<file path="config.mk">
export PLATFORM = sky130hd
export DESIGN_NAME = hazard_ctrl
export DESIGN_NICKNAME = d
export VERILOG_FILES = /design/src/rtl/hazard_ctrl.sv
export SDC_FILE = /design/constraint.sdc
export NUM_CORES = 1
export LEC_CHECK = 0
export BUFFER_PORTS_ARGS = -buffer_cell sky130_fd_sc_hd__buf_2
export CAP_MARGIN = 15
export CORE_ASPECT_RATIO = 0.6
export CORE_MARGIN = 5
export CORE_UTILIZATION = 53
export DETAILED_ROUTE_END_ITERATION = 10
export PLACE_DENSITY = 0.8
export SLEW_MARGIN = 20
export SYNTH_ARGS = -nofsm -noshare
export SYNTH_HDL_FRONTEND = slang
export SYNTH_SLANG_ARGS = --single-unit
export TNS_END_PERCENT = 100
</file>
<file path="constraint.sdc">
create_clock -name clk -period 2.08 [get_ports clk]
set_input_delay 0.416 -clock clk [delete_from_list [all_inputs] [get_ports clk]]
set_output_delay 0.416 -clock clk [all_outputs]
set_load 0.02 [all_outputs]
</file>
<file path="src/rtl/hazard_ctrl.sv">
// -----------------------------------------------------------------------------
// hazard_ctrl
//
// Stall/flush controller for the 5-stage pipeline. It sits right after the
// hazard detection unit and turns its hazard flags into the enables and
// NOP-insert controls of the front end of the pipe.
//
// Multi-cycle stalls are tracked with a small FSM plus a "remaining cycles"
// counter. In RUN the outputs react combinationally to the hazard inputs so
// the pipe is frozen in the same cycle the hazard is seen. In every other
// state the outputs depend only on the state, so garbage on the hazard inputs
// while stalled or halted cannot disturb the pipe.
//
// A saturating performance counter records every cycle in which the PC was
// held (pc_en low), including the cycles spent in HALT.
//
// Parameters:
//   BR_STALL     total fetch-squash cycles after a branch/jump in ID (1..7)
//   CNT_W        width of the stall-cycle counter
//
// Ports:
//   clk          system clock
//   rst          synchronous active-high reset, beats every other input
//   data_haz_s1  RAW hazard against the instruction in MEM
//   data_haz_s2  RAW hazard against the instruction in EX
//   branch_haz   branch or jump instruction in ID
//   halt_id      HALT instruction in ID
//   pc_en        PC register write enable
//   if_id_en     IF/ID register write enable
//   if_id_flush  load a NOP into IF/ID this cycle
//   id_ex_bubble load a NOP into ID/EX this cycle
//   pc_load      PC takes the branch target this cycle
//   stalled      FSM is not in RUN
//   halted       FSM is in HALT
//   stall_cnt    number of cycles with pc_en low, saturating at all-ones
// -----------------------------------------------------------------------------
module hazard_ctrl #(
    parameter int unsigned BR_STALL = 2,
    parameter int unsigned CNT_W    = 16
) (
    input  logic             clk,
    input  logic             rst,
    input  logic             data_haz_s1,
    input  logic             data_haz_s2,
    input  logic             branch_haz,
    input  logic             halt_id,
    output logic             pc_en,
    output logic             if_id_en,
    output logic             if_id_flush,
    output logic             id_ex_bubble,
    output logic             pc_load,
    output logic             stalled,
    output logic             halted,
    output logic [CNT_W-1:0] stall_cnt
);

    // The remaining-cycles counter only has to hold BR_STALL-1 (at most 6)
    // or the single extra data-stall cycle, so three bits are plenty.
    localparam int unsigned REM_W = 3;

    // Number of BSTALL cycles that follow the branch detection cycle.
    localparam logic [REM_W-1:0] BR_REM = REM_W'(BR_STALL - 1);

    // With BR_STALL of 1 the whole squash fits in the detection cycle, so
    // the FSM never leaves RUN for a branch.
    localparam bit BR_SINGLE = (BR_STALL <= 1);

    // An EX-stage producer needs one more cycle beyond the detection cycle.
    localparam logic [REM_W-1:0] DATA_REM = REM_W'(1);

    localparam logic [CNT_W-1:0] CNT_MAX = {CNT_W{1'b1}};

    typedef enum logic [1:0] {
        RUN    = 2'd0,
        DSTALL = 2'd1,
        BSTALL = 2'd2,
        HALT   = 2'd3
    } state_t;

    state_t            state_q;
    state_t            state_d;
    logic [REM_W-1:0]  rem_q;
    logic [REM_W-1:0]  rem_d;
    logic [CNT_W-1:0]  stall_cnt_q;
    logic [CNT_W-1:0]  stall_cnt_d;

    // Next-state and output decode.
    //
    // Everything starts from the "pipe flowing freely" values, and each state
    // only overrides what it has to. Only the RUN branch looks at the hazard
    // inputs; the other states deliberately ignore them so that the pipe is
    // immune to whatever the detection unit produces while we are stalled.
    //
    // Priority in RUN: EX-stage data hazard, then MEM-stage data hazard, then
    // branch, then HALT. A branch that arrives together with a data hazard is
    // simply held in ID by the data stall and gets handled once we are back
    // in RUN, which is why data hazards win.
    always_comb begin
        state_d      = state_q;
        rem_d        = rem_q;
        pc_en        = 1'b1;
        if_id_en     = 1'b1;
        if_id_flush  = 1'b0;
        id_ex_bubble = 1'b0;
        pc_load      = 1'b0;

        case (state_q)
            RUN: begin
                if (data_haz_s2) begin
                    pc_en        = 1'b0;
                    if_id_en     = 1'b0;
                    id_ex_bubble = 1'b1;
                    state_d      = DSTALL;
                    rem_d        = DATA_REM;
                end else if (data_haz_s1) begin
                    pc_en        = 1'b0;
                    if_id_en     = 1'b0;
                    id_ex_bubble = 1'b1;
                end else if (branch_haz) begin
                    pc_en       = 1'b0;
                    if_id_flush = 1'b1;
                    if (BR_SINGLE) begin
                        pc_load = 1'b1;
                    end else begin
                        state_d = BSTALL;
                        rem_d   = BR_REM;
                    end
                end else if (halt_id) begin
                    pc_en        = 1'b0;
                    if_id_en     = 1'b0;
                    id_ex_bubble = 1'b1;
                    state_d      = HALT;
                end
            end

            DSTALL: begin
                pc_en        = 1'b0;
                if_id_en     = 1'b0;
                id_ex_bubble = 1'b1;
                if (rem_q <= DATA_REM) begin
                    state_d = RUN;
                    rem_d   = '0;
                end else begin
                    rem_d = rem_q - 1'b1;
                end
            end

            BSTALL: begin
                if_id_flush = 1'b1;
                if (rem_q <= REM_W'(1)) begin
                    // Last squash cycle: the PC picks up the target now.
                    pc_load = 1'b1;
                    state_d = RUN;
                    rem_d   = '0;
                end else begin
                    pc_en = 1'b0;
                    rem_d = rem_q - 1'b1;
                end
            end

            HALT: begin
                pc_en        = 1'b0;
                if_id_en     = 1'b0;
                id_ex_bubble = 1'b1;
            end

            default: begin
                state_d = RUN;
                rem_d   = '0;
            end
        endcase
    end

    // Status flags come straight from the state register.
    always_comb begin
        stalled = (state_q != RUN);
        halted  = (state_q == HALT);
    end

    // Performance counter: count every cycle the PC is held and stick at the
    // top value instead of wrapping, so a long HALT still reads as "a lot".
    always_comb begin
        stall_cnt_d = stall_cnt_q;
        if (!pc_en && (stall_cnt_q != CNT_MAX)) begin
            stall_cnt_d = stall_cnt_q + 1'b1;
        end
    end

    // State, remaining-cycles and counter registers. Reset is synchronous
    // and overrides everything else, including a pending branch target load.
    always_ff @(posedge clk) begin
        if (rst) begin
            state_q     <= RUN;
            rem_q       <= '0;
            stall_cnt_q <= '0;
        end else begin
            state_q     <= state_d;
            rem_q       <= rem_d;
            stall_cnt_q <= stall_cnt_d;
        end
    end

    assign stall_cnt = stall_cnt_q;

endmodule
</file>
==> impl_metrics.env <==
export IMPL_synth_cells_most_frequent="dfxtp_1 (21), nor2_1 (14), a21oi_1 (12), ha_1 (9)"
export IMPL_clk_insertion_delay_late_ns=0.27
export IMPL_timing_critical_path_to_type="output pin"
export IMPL_power_share_switching_pct=41.6
export IMPL_initial_utilization_pct=57.5
export IMPL_clock_sink_count=21
export IMPL_route_detailed_drc=0
export IMPL_routed_wirelength_mm=3.24
export IMPL_yosys_top_cells_area="dfxtp_1 (33%), ha_1 (8.8%), a21oi_1 (4.7%)"
export IMPL_cts_htree_levels=1
export IMPL_tritoncts_num_buffers=3
export IMPL_ys_seq_area_share_pct=32.8
export IMPL_cellLeakagePower_nw=0.674
export IMPL_tritoncts_clock_tree="yes"
export IMPL_ir_worst_vdd_uv=668
export IMPL_final_layout_size_suffix_gt1_share_pct=34.8
export IMPL_clkSlewWorstSetupHoldPaths_ns=0.08
export IMPL_first_global_vias=1163
export IMPL_worst_r2r_setup_slack_ns=0.04
export IMPL_critPathArrivalTime_ns=1.64
export IMPL_area_growth_syn_to_layout_pct=23.0
export IMPL_grt_pass1_wl_mm=5.33
export IMPL_timing_final_hold_violations=0
export IMPL_globalRoute_totalOverflow=0
export IMPL_dp_cell_count=207
export IMPL_final_max_slew_violation_count=0
export IMPL_grt_antenna_before_repair=0
export IMPL_synth_fp_nets=165
export IMPL_post_synth_top_area_fraction_pct=32.8
export IMPL_fp_coreArea_um2=2230
export IMPL_synth_edff_count=0
export IMPL_dp_hpwl_mm=2.35
export IMPL_die_width_um=73.5
export IMPL_ant_nets=0
export IMPL_ys_flop_type="dfxtp_1"
export IMPL_nNetsFinal=200
export IMPL_pre_cts_ws_ns=0.0929
export IMPL_timing_slew_headroom_pct=69.8
export IMPL_layoutNonFillerInstCount=214
export IMPL_mappedNetlistArea_um2=1280
export IMPL_report_final_setup_viol=0
export IMPL_crit_reg2reg_launch="rem_q[1]"
export IMPL_fp_dieH_um=48.1
export IMPL_std_cell_rows=13
export IMPL_worstHoldPathType="in -> reg"
export IMPL_finalWeightedCongestion=0.854
export IMPL_power_share_combinational_pct=49.7
export IMPL_period_minus_slack_ns=2.05
export IMPL_sequentialPowerShare_pct=32.9
export IMPL_r2r_worst_path_cells=7
export IMPL_tightest_slew_ns=0.453
export IMPL_synthArstFlopShare_pct=0
export IMPL_area_leader_netlist="dfxtp_1"
export IMPL_run_status="completed"
export IMPL_antenna_cells=0
export IMPL_dr_first_iter_drc_count=48
export IMPL_internal_mw=0.917
export IMPL_detail_route_first_pass_iterations=4
export IMPL_yosys_warnings=0
export IMPL_startpoint_type="flop"
export IMPL_powerDensity_nw_per_um2=996
export IMPL_ys_ff_latch=21
export IMPL_hold_path_startpoint="data_haz_s2"
export IMPL_worst_slack_ns=0.0259
export IMPL_power_share_of_the_clock_group_pct=17.4
export IMPL_yosysUniqueCellTypes=42
export IMPL_synth_most_common_cell="dfxtp_1"
export IMPL_fin_skew_ns=0.00906
export IMPL_track_usage_pct=20.0
export IMPL_hold_end="state_q[1]"
export IMPL_cts_hold_buffers=0
export IMPL_hold_path_cell_count=3
export IMPL_number_of_vias_in_the_routed_layout=1251
export IMPL_power_switching_mw=0.653
export IMPL_max_cap_viol_count=0
export IMPL_clock_tree_root_cell="clkbuf_8"
export IMPL_route_detailed_wl_per_inst_um=15.2
export IMPL_io_buffers=28
export IMPL_synth_area_per_cell_um2=8.54
export IMPL_grt_start_max_net_pins=27
export IMPL_r2r_end="stall_cnt[14]"
export IMPL_syn_instance_count=150
export IMPL_critical_path_max_fanout=3
export IMPL_required_ns=1.66
export IMPL_post_drt_via_cell_ratio=5.85
export IMPL_die_area_um2=3530
export IMPL_critPathKind="reg -> out"
export IMPL_min_period_over_period_pct=98.8
export IMPL_num_fill_cells=166
export IMPL_max_freq_ghz=0.487
export IMPL_io_pins=29
export IMPL_cts_buffer_depth=2
worst max path at each step:
stage / cells past startpoint / start / slack (ns) / to
4_1_cts: 6 / rem_q[1] / 0.005 / pc_en
3_5_place_dp: 6 / state_q[0] / 0.09 / stall_cnt[14]
2_1_floorplan: 6 / state_q[0] / 0.19 / stall_cnt[14]
5_1_grt: 5 / rem_q[1] / -0.009 / pc_en
3_3_place_gp: 6 / state_q[0] / 0.16 / stall_cnt[14]
6_report: 5 / rem_q[1] / 0.03 / pc_en
layer usage:
layer,up-vias,GRT usage [%],share of wire (%)
li1,615,-,-
met1,584,24.8,47
met2,45,33.8,45
met3,7,5.66,6.4
met4,0,7.22,1.6
met5,-,0,0
power groups by stage:
stage                     clock (mW)  combinational [mW]  sequential (mW)
after detailed placement           0               0.708            0.506
after CTS                      0.279               0.725            0.503
after floorplan                    0               0.467            0.534
after global routing           0.293               0.861            0.524
after global placement             0               0.686            0.500
final                          0.273               0.780            0.517
worst max-delay path, cell delays in order, from the launching register on:
cell and delay [ns]:
dfxtp_2 0.34, buf_4 0.13, o21ba_4 0.21, or4b_4 0.49
nand2_2 0.08, buf_6 0.12
registers in the layout (all words and copies together), names as in the netlist:
signal / flops
state_q: 2
stall_cnt: 16
rem_q: 3
through the flow:
stage / util [%] / TNS, ns / area (um2) / hold slack (ns) / power, mW
floorplan: - / 0 / 1280 / 0.481 / 1.00
global placement: 65.5 / 0 / 1460 / 0.502 / 1.19
detailed placement: 65.5 / 0 / 1460 / 0.515 / 1.21
CTS: 68.4 / 0 / 1530 / 0.483 / 1.51
global route: 70.7 / -0.00866 / 1580 / 0.529 / 1.68
finish: 70.7 / 0 / 1580 / 0.504 / 1.57
logic make-up (layout without fill, tap and decap cells):
group / Yosys count / count (layout) / share of synthesized area, %
xor gates and xnor gates: 2 / 2 / 1.37
muxes: 4 / 4 / 3.71
buffers and inverters: 12 / 46 / 4.10
AOI/OAI and AO/OA: 36 / 36 / 16.7
DFF: 21 / 21 / 32.8
and+or+nand+nor: 66 / 66 / 32.5
adders and majority gates: 9 / 9 / 8.79
cell type report:
class | instances | area, um2 | share of cell area [%]
repair buffers | 34 | 195 | 12.4
flip-flops and latches | 21 | 428 | 27.1
multi-input cells | 117 | 841 | 53.3
clock buffers | 4 | 45.0 | 2.86
inverters | 8 | 30.0 | 1.90
well taps | 30 | 37.5 | 2.38
layout by cell type (no fill, tap or decap), types with 3 or more instances in the layout:
cell | netlist | layout
buf_2 | 0 | 27
dfxtp_1 | 21 | 17
nor2_1 | 14 | 14
a21oi_1 | 12 | 12
o21ai_1 | 8 | 8
nand2_1 | 8 | 7
nor2b_1 | 7 | 7
or3_1 | 7 | 7
ha_1 | 9 | 6
inv_1 | 8 | 5
o21ai_0 | 5 | 5
buf_4 | 0 | 5
nand3_1 | 4 | 4
nand4_1 | 4 | 4
inv_2 | 0 | 3
nand3_2 | 3 | 3
clkbuf_8 | 0 | 3
dfxtp_2 | 0 | 3
repair_timing:
item	CTS	global route
pin swaps	1	1
setup endpoints to repair	1	5
buffers inserted	1	2
resized for setup	8	11
Power figures use the tool's default switching activity.
